--- config.mk ---
export PLATFORM = sky130hd
export DESIGN_NAME = seq_mag_comp
export DESIGN_NICKNAME = d
export VERILOG_FILES = /design/src/rtl/seq_mag_comp.sv
export SDC_FILE = /design/constraint.sdc
export NUM_CORES = 1
export LEC_CHECK = 0
export CORE_ASPECT_RATIO = 2
export CORE_MARGIN = 8
export CORE_UTILIZATION = 53
export DETAILED_ROUTE_END_ITERATION = 10
export HOLD_SLACK_MARGIN = 0.08
export PLACE_DENSITY = 0.83
export SYNTH_ARGS = -nofsm -noshare
export SYNTH_HDL_FRONTEND = slang
export SYNTH_SLANG_ARGS = --single-unit
--- constraint.sdc ---
create_clock -name clk -period 4.5 [get_ports clk]
set_clock_uncertainty 0.05 [all_clocks]
set_input_delay 0.9 -clock clk [delete_from_list [all_inputs] [get_ports clk]]
set_output_delay 0.9 -clock clk [all_outputs]
set_load 0.05 [all_outputs]
--- src/rtl/seq_mag_comp.sv ---
// Multi-cycle magnitude comparator: one DIGIT-bit slice per cycle, MSB slice first, early exit.
// Latency: 1..NDIG cycles after the accepting edge (NDIG when operands are equal).
// Backpressure: start is accepted only while busy=0; start while busy is dropped, not queued.
module seq_mag_comp #(
    parameter int WIDTH     = 16,
    parameter int DIGIT     = 4,
    parameter bit SIGNED_EN = 1'b1
) (
    input  logic             clk,
    input  logic             rst,
    input  logic             start,
    input  logic [WIDTH-1:0] a,
    input  logic [WIDTH-1:0] b,
    input  logic             signed_mode,
    output logic             busy,
    output logic             done,
    output logic             gt,
    output logic             eq,
    output logic             lt
);

    localparam int NDIG = WIDTH / DIGIT;
    // Slice index needs at least one bit even for a single-slice instance.
    localparam int KW   = (NDIG > 1) ? $clog2(NDIG) : 1;

    typedef enum logic {
        IDLE    = 1'b0,
        COMPARE = 1'b1
    } state_t;

    state_t             state;
    logic [KW-1:0]      k;
    logic [WIDTH-1:0]   a_q;
    logic [WIDTH-1:0]   b_q;
    logic               sgn_q;

    logic [DIGIT-1:0]   a_sl;
    logic [DIGIT-1:0]   b_sl;
    logic               top_sl;
    logic               last_sl;
    logic               sl_gt;
    logic               sl_lt;

    // Select slice k of both latched operands and order them; flipping the sign bit of the
    // top slice maps two's-complement ordering onto plain unsigned ordering.
    always_comb begin
        a_sl    = '0;
        b_sl    = '0;
        for (int i = 0; i < NDIG; i++) begin
            if (k == KW'(i)) begin
                a_sl = a_q[i*DIGIT +: DIGIT];
                b_sl = b_q[i*DIGIT +: DIGIT];
            end
        end
        top_sl  = (k == KW'(NDIG - 1));
        last_sl = (k == '0);
        if (top_sl && sgn_q) begin
            a_sl[DIGIT-1] = ~a_sl[DIGIT-1];
            b_sl[DIGIT-1] = ~b_sl[DIGIT-1];
        end
        sl_gt   = (a_sl > b_sl);
        sl_lt   = (a_sl < b_sl);
    end

    // Control FSM with registered results; results only move on the edge that raises done.
    always_ff @(posedge clk) begin
        if (rst) begin
            state <= IDLE;
            k     <= '0;
            a_q   <= '0;
            b_q   <= '0;
            sgn_q <= 1'b0;
            busy  <= 1'b0;
            done  <= 1'b0;
            gt    <= 1'b0;
            eq    <= 1'b0;
            lt    <= 1'b0;
        end else begin
            done <= 1'b0;
            case (state)
                IDLE: begin
                    if (start) begin
                        a_q   <= a;
                        b_q   <= b;
                        sgn_q <= signed_mode & SIGNED_EN;
                        k     <= KW'(NDIG - 1);
                        busy  <= 1'b1;
                        state <= COMPARE;
                    end
                end
                COMPARE: begin
                    if (sl_gt || sl_lt) begin
                        // First differing slice decides the whole compare.
                        gt    <= sl_gt;
                        lt    <= sl_lt;
                        eq    <= 1'b0;
                        done  <= 1'b1;
                        busy  <= 1'b0;
                        state <= IDLE;
                    end else if (last_sl) begin
                        gt    <= 1'b0;
                        lt    <= 1'b0;
                        eq    <= 1'b1;
                        done  <= 1'b1;
                        busy  <= 1'b0;
                        state <= IDLE;
                    end else begin
                        k <= k - 1'b1;
                    end
                end
                default: state <= IDLE;
            endcase
        end
    end

endmodule
# Yosys cells after proc, flatten, opt, wreduce, memory -nomap -nowiden

Index checks and enable logic that the tools add are counted.

Flip-flop bits (word level): 41
Input port bits: 36
Output and inout port bits: 5
Logic and storage cells: 60

Add/sub/neg operators: 1
Magnitude comparators: 2
Equality and inequality tests: 7
Muxes and demuxes: 28
Bitwise logic cells: 3
Reductions and logical operators: 9

Operator list:

| operator            | number |
|---|---|
| $mux 4              | 8 |
| $mux 1              | 14 |
| $mux 2              | 3 |
| $ne 2x2->1 const B  | 3 |
| $reduce_and 2->1    | 3 |
| $eq 2x2->1 const B  | 2 |
| $gt 4x4->1          | 1 |
| $lt 4x4->1          | 1 |
| $pmux 1 s2          | 2 |
| $pmux 2 s2          | 1 |
| $ne 3x1->1 const B  | 1 |
| $not 1->1           | 3 |
| $reduce_and 3->1    | 1 |
| $eq 2x1->1 const B  | 1 |
| $logic_not 2->1     | 1 |
| $reduce_bool 2->1   | 1 |
| $reduce_or 2->1     | 1 |
| $sub 2x1->2 const B | 1 |
| $logic_and 1x1->1   | 1 |
| $logic_or 1x1->1    | 1 |

# Longest topological paths before layout

Gate-level depths: netlist of the first run.

Word-level depth: 11
Mapped depth: 11
Gate-level depth less buffers: 9

# Least setup slack after synthesis of the first run

OpenSTA, ideal clock, no wires.

Path type: reg-to-reg
Start point: register k[0]
End point: register k[1]
Setup time: 121 ps
Arrival time: 2418 ps
Data required time: 4329 ps
Path slack: 1911 ps
Stages on the path, launching flop included: 11
Path buffers: 1
Clock period less this slack: 2589 ps
Path through: dfxtp_1 -> inv_1 -> ha_1 -> clkbuf_1 -> nand2_1 -> o21ai_0 -> a22o_1 -> ha_1 -> a21o_1 -> o311ai_4 -> mux2_2

Cells in the longest elaborated chain, start to end: 11
Elaborated cells on any way between the ends: 27
Those cells by class: add/sub (1); order compare (2); eq/ne (5); mux (13); bitwise (2); reduce/logical (4)

Ends and longest elaborated chain:

| what                                            | RTL line | source |
|---|---|---|
| from (decl)                                     | 32       | `logic [KW-1:0] k;` |
| from (signal assigned)                          | 86       | `k <= KW'(NDIG - 1);` |
| from (signal assigned)                          | 108      | `k <= k - 1'b1;` |
| $logic_not 2->1                                 | 50, 56   |  |
| $mux 4 (4 in series)                            | 50       | `if (k == KW'(i)) begin` |
| $not 1->1, on equally long branches             | 58, 59   |  |
| $mux 1                                          | 57       | `if (top_sl && sgn_q) begin` |
| $gt 4x4->1 / $lt 4x4->1 (equally long branches) | 61, 62   |  |
| $logic_or 1x1->1                                | 92       | `if (sl_gt \|\| sl_lt) begin` |
| $ne 2x2->1 (no source line)                     | n/a      |  |
| $reduce_and 3->1 (no source line)               | n/a      |  |

Several ways; a longest one is shown, not always the timed one. The select of a mux whose other input is x is not followed.
A chain may end at the register's enable or synchronous reset.

# Final worst setup path of the first run

Ends and elaborated chain as after synthesis.

==> qor.txt, run 1 <==
status: complete, no violations
Post-Syn Area: 1938 µm²
CTS Buf Count: 5
# rows: 31
vias in the first global route: 1,708
Slew HR: 0.4114
# port buffers: 40
Max Fclk: 0.3516 GHz
Sequential Power Share: 0.467
HP Class: reg -> reg
Pleak: 0.9218 nW
CTS hold repair buffers: 0
RePlAce Congestion: 0.9730
Synth Register Bits: 41
met3 WL: 206 µm
RSZ-0062 raised after global routing: false
fin crit period: 2844 ps
power density cells: 356.6 nW/µm²
final worst slack: 1656 ps
clk slew on worst S/H paths: 70 ps
Syn Inst Count: 255
crit end category: flop
largest net degree at the start of global routing: 24
Syn Nets: 299
DRT iter0 DRCs: 28
Layout Utilization: 0.6799
drt via density: 5.307
# nets final: 330
total power: 865.2 µW
fin cells: 335
Root Buffer Master: clkbuf_8
clock latency on the worst-skew pair: 290 ps
Highest Signal Layer: met4
Worst EP arrival: 2980 ps
synth top area cells: dfxtp_1 (42%), nand2_1 (15%), a21oi_1 (14%), ha_1 (5.2%), buf_2 (2.8%)
final wirelength: 4361 µm
Net Switching: 258.1 µW
Slew Limit Fails: 0
combinational share of power: 0.262
worst slew pin tran: 878.9 ps
most frequent cells in the layout: nand2_1 (75), a21oi_1 (55), dfxtp_1 (41)
chip height: 101.5 µm
TritonCTS clock tree: done
dominant cell type by area after synthesis: dfxtp_1
Max FO, Critical Path: 16
Die W: 58.76 µm
clock sinks: 41
DRT Pass-1 Iters: 4
drt wl/cell: 13.02 µm
final instance area: 2426 µm²
Filler cells: 336
setup TNS: 0 ps
Core ar.: 3568 µm²
DRC Markers: 0
Startpoint Class: flop
multi-input logic area: 985.9 µm²
Cell Int Power: 607.1 µW
die area: 5965 µm²
Max-cap violations: 0
diodes inserted: 0
DP Cell Count: 328
total grt overflow: 0
worst vdd ir: 0.3583 mV
post-detail-place hpwl: 3324 µm
Via Count: 1,778
Post-DRT Antenna Nets: 0
Placement Cell Area: 2340 µm²
Synthesis Warnings: 0
Register Area: 820.8 µm²
power share of the clock group: 0.271
Synth-to-Final Area Change: 25.18%
first-pass GRT wire length: 7238 µm
most common cell after layout, fill and taps aside: nand2_1
pre-CTS WS: 1689 ps
Worst Path Required: 4640 ps
initial antenna violation count: 0
Yosys top cell area share: 0.4235
final hold violation count: 0
mean post-synth cell area: 7.600 µm²
Routed met1 length: 1608 µm
post-synthesis sequential area ratio: 0.4235
final setup fails: 0
Hold Worst Slack: 405.9 ps
met2 wire length: 2411 µm
post-synth cell types: 31
All-Layer GR Usage: 0.1567
IO Count: 41
critical path type: reg -> reg
layout cells sized above 1: 0.04895
post-CTS sizing: 0
Tcrit/Tclk final: 0.6320
Post CTS Setup Buffer Count: 0
H-tree Lvls: 2
clock tree buffer depth: 2
Switching Fraction: 0.2983
Initial Util: 0.5431
## registers in the layout, indices dropped and copies added (netlist names)
signal,flops
done,1
eq,1
a_q,16
sgn_q,1
lt,1
busy,1
state,1
gt,1
b_q,16
k,2
## cell type report
type	instances	share of cell area
multi-input cells	182	0.4064
well taps	49	0.02527
flip-flops and latches	41	0.3383
clock buffers	7	0.03559
inverters	13	0.02011
repair buffers	43	0.1743
## cells in the mapped netlist
cell       count
a32o_1         1
and4_2         1
ha_1           8
dfxtp_1       41
or3_1          1
o311ai_0       1
mux2_2         1
a21oi_1       55
o311ai_4       1
buf_2         11
a21boi_0       1
inv_1         13
and2b_1        1
a2111oi_0      1
and3_1         1
a22o_1         4
nor2_1         4
a311oi_1       1
nor2b_1        3
buf_1          1
a22oi_1        4
a21o_1         1
clkbuf_1       7
o211ai_1       1
o21ai_0       10
nor4_1         1
xor2_1         2
nand2b_1       1
nand2_1       75
nand4_1        1
a221oi_2       1
## worst max-delay path, stage by stage, from the launching register on
cell and delay [ps]:
dfxtp_1 380, inv_1 90, ha_1 390, a21oi_1 180
o21ai_0 110, a22o_1 230, ha_1 350, a21o_1 250
o311ai_4 330, mux2_2 370
## metal layers
layer  vias to the layer above  global-route usage
met5                         -                   0
met4                         0             0.09276
met3                         8             0.03944
met2                        41              0.2876
met1                       811              0.1480
li1                        918                   -
## power by group through the flow
| stage | Combinational, mW | Sequential [mW] | Clock (mW) |
|---|---|---|---|
| global route | 0.251 | 0.407 | 0.256 |
| floorplan | 0.142 | 0.423 | 0 |
| CTS | 0.227 | 0.404 | 0.242 |
| global placement | 0.220 | 0.412 | 0 |
| finish | 0.227 | 0.404 | 0.234 |
| detailed placement | 0.225 | 0.412 | 0 |
## cell families (layout without fill, tap and decap cells)
| group | after synthesis | in the layout | synth area share |
|---|---|---|---|
| buf+inv | 32 | 63 | 0.06908 |
| xor+xnor | 2 | 2 | 0.009040 |
| mux | 1 | 1 | 0.005810 |
| fa+ha+maj | 8 | 8 | 0.05165 |
| simple gates | 89 | 89 | 0.1879 |
| flops | 41 | 41 | 0.4235 |
| compound gates | 82 | 82 | 0.2531 |
## final timing paths
kind | startpoint | slack, ps | to | depth (start not counted)
max | k[0] | 1660 | k[1] | 9
min | a_q[1] | 410 | a_q[1] | 2
max reg2reg | k[0] | 1660 | k[1] | 9
min reg2reg | a_q[1] | 410 | a_q[1] | 2
(Power assumes the default switching activity.)
==> inputs of run 2 (changes only) <==
Settings changed: CORE_UTILIZATION 53 to 45, PLACE_DENSITY 0.83 to 0.75.
Clock period 4.5 ns to 2.3 ns, I/O delays scaled along.
==> run 2 against run 1 <==
Effect of this change:
- the flow now finishes with violations (setup timing)
- total power up 130%
- setup slack lost 1800 ps
- hold slack better by 3.9 ps
- critical path depth unchanged
- die area increased by 14%
- core utilization fell by 1.9 points
- clock power is 140% higher
- combinational power grew to 2.9 times the previous value
- flip-flop and latch count unchanged
- clock-buffer cell count is 2 lower
- critical path type unchanged
- critical endpoint unchanged
- largest power group unchanged
==> qor.txt, run 2 (synthesis results as in run 1) <==
IO Count: 41 (unchanged)
die area: 6790 µm² (was 5965 µm²)
status: finished with violations (was complete, no violations)
combinational share of power: 0.326 (was 0.262)
fin crit period: 2433 ps (was 2844 ps)
worst vdd ir: 0.5495 mV (was 0.3583 mV)
clock latency on the worst-skew pair: 290 ps (about the same)
CTS hold repair buffers: 0 (unchanged)
drt wl/cell: 14.52 µm (was 13.02 µm)
H-tree Lvls: 2 (unchanged)
# port buffers: 40 (unchanged)
Hold Path Origin: b_q[10] (was a_q[1])
Slew HR: 0.6601 (was 0.4114)
TritonCTS clock tree: done (unchanged)
worst path bufs/invs: 1 (unchanged)
Synth-to-Final Area Change: 45.06% (was 25.18%)
Hold Path End: b_q[10] (was a_q[1])
# nets final: 355 (was 330)
Startpoint Class: flop (unchanged)
post-detail-place hpwl: 3635 µm (was 3324 µm)
most common cell after layout, fill and taps aside: nand2_1 (unchanged)
Max FO, Critical Path: 6 (was 16)
first-pass GRT wire length: 8838 µm (was 7238 µm)
fin cells: 365 (was 335)
power density cells: 711.0 nW/µm² (was 356.6 nW/µm²)
slowest CP cell: dfxtp_4 (was ha_1)
total grt overflow: 0 (unchanged)
RePlAce Congestion: 0.8233 (was 0.9730)
Layout Utilization: 0.6609 (was 0.6799)
largest net degree at the start of global routing: 23 (was 24)
Worst Reg2Reg Path Length in Cells: 9 (unchanged)
clk slew on worst S/H paths: 70 ps (about the same)
initial antenna violation count: 0 (unchanged)
CP peak stage delay: 390 ps (about the same)
drt via density: 5.274 (was 5.307)
final worst slack: -132.8 ps (was 1656 ps)
Net Switching: 597.6 µW (was 258.1 µW)
Max-cap violations: 0 (unchanged)
critical path type: reg -> reg (unchanged)
final wirelength: 5298 µm (was 4361 µm)
Switching Fraction: 0.2990 (was 0.2983)
HP Class: reg -> reg (unchanged)
chip height: 108.8 µm (was 101.5 µm)
final hold violation count: 0 (unchanged)
Slew Limit Fails: 0 (unchanged)
clock sinks: 41 (unchanged)
diodes inserted: 0 (unchanged)
Max Fclk: 0.4110 GHz (was 0.3516 GHz)
reg-to-reg critical path endpoint: k[1] (unchanged)
All-Layer GR Usage: 0.1578 (was 0.1567)
worst slew pin tran: 508.2 ps (was 878.9 ps)
Die W: 62.41 µm (was 58.76 µm)
Root Buffer Master: clkbuf_8 (unchanged)
Initial Util: 0.4556 (was 0.5431)
Worst Path Required: 2430 ps (was 4640 ps)
DRT iter0 DRCs: 79 (was 28)
Worst EP arrival: 2570 ps (was 2980 ps)
# rows: 34 (was 31)
clock tree buffer depth: 2 (unchanged)
DRC Markers: 0 (unchanged)
Post-DRT Antenna Nets: 0 (unchanged)
Worst Hold Depth: 2 (unchanged)
vias in the first global route: 1,987 (was 1,708)
Sequential Power Share: 0.399 (was 0.467)
Core ar.: 4254 µm² (was 3568 µm²)
largest registers: a_q x16, b_q x16, k x2 (unchanged)
r2r startpoint: k[1] (was k[0])
CTS Buf Count: 5 (unchanged)
DRT Pass-1 Iters: 5 (was 4)
power share of the clock group: 0.275 (was 0.271)
Via Count: 1,925 (was 1,778)
Pleak: 1.072 nW (was 0.9218 nW)
DP Cell Count: 347 (was 328)
final setup fails: 8 (was 0)
Cell Chain, Critical Path: inv_4 > ha_4 > a21oi_1 > o21ai_1 > a22o_1 > ha_1 > and2b_2 > o311ai_4 > mux2_4 (was inv_1 > ha_1 > a21oi_1 > o21ai_0 > a22o_1 > ha_1 > a21o_1 > o311ai_4 > mux2_2)
RSZ-0062 raised after global routing: true (was false)
violated checks: setup timing
layout cells sized above 1: 0.1994 (was 0.04895)
Reg2Reg Setup Slack: -130 ps (was 1660 ps)
CP top delay family: compound AO/OA/AOI/OAI gates (unchanged)
Cell Int Power: 1.401 mW (was 607.1 µW)
Tcrit/Tclk final: 1.058 (was 0.6320)
most frequent cells in the layout: nand2_1 (75), a21oi_1 (51), clkdlybuf4s50_1 (40) (was nand2_1 (75), a21oi_1 (55), dfxtp_1 (41))
crit end category: flop (unchanged)
==> run 2: routing by layer <==
layer  wire length (µm)  up-vias  GRT usage
met4                 92        0    0.05747
li1                   -      971          -
met2               2732       50     0.2897
met5                  0        -          0
met3                235        7    0.04218
met1               2237      897     0.1687
==> run 2: what timing repair did <==
item                       CTS  global route
pin swaps                   15            13
resized for setup           33             9
setup endpoints to repair    8             8
setup buffers                8             3
==> run 2: how the worst max path moves through the flow <==
stage	start	to	cells past startpoint
5_1_grt	k[1]	k[1]	9
3_5_place_dp	k[1]	done	10
4_1_cts	k[1]	k[1]	10
2_1_floorplan	k[0]	k[1]	11
3_3_place_gp	k[1]	done	10
6_report	k[1]	k[1]	9
==> run 2: worst reg2reg max path: cells and delay by family (launching register included) <==
kind                       cells  cell delay [ps]
DFF                            1              390
buffers and inverters          1               60
adders and majority gates      2              500
and+or+nand+nor                1              250
AOI/OAI and AO/OA              4              750
muxes                          1              320
==> run 2: cell type report <==
class | count | area, µm²
clock buffers | 5 | 68.82
flip-flops and latches | 41 | 828.3
multi-input cells | 182 | 1129
clock inverters | 2 | 35.03
repair buffers | 68 | 629.4
inverters | 13 | 53.80
fillers | 355 | 1443
well taps | 54 | 67.56
==> run 2: metrics by stage <==
stage	hold slack (ps)	power (mW)	setup slack, ps	instance area, µm²	setup TNS (ps)
5_1_grt	429.8	2.093	-204.3	2811	-1089
2_1_floorplan	386.3	1.129	-98.11	1991	-148.6
4_1_cts	408.2	1.959	-98.98	2759	-363.0
3_5_place_dp	398.2	1.322	-283.4	2479	-1379
3_3_place_gp	393.9	1.304	-195.7	2479	-742.9
6_report	409.8	1.999	-132.8	2811	-531.0
==> run 2: power by group through the flow <==
stage	logic [mW]	clock network (mW)	registers (mW)
after floorplan	0.301	0	0.828
after global placement	0.498	0	0.806
after detailed placement	0.513	0	0.808
after CTS	0.606	0.557	0.796
after global routing	0.697	0.591	0.804
final	0.652	0.550	0.798
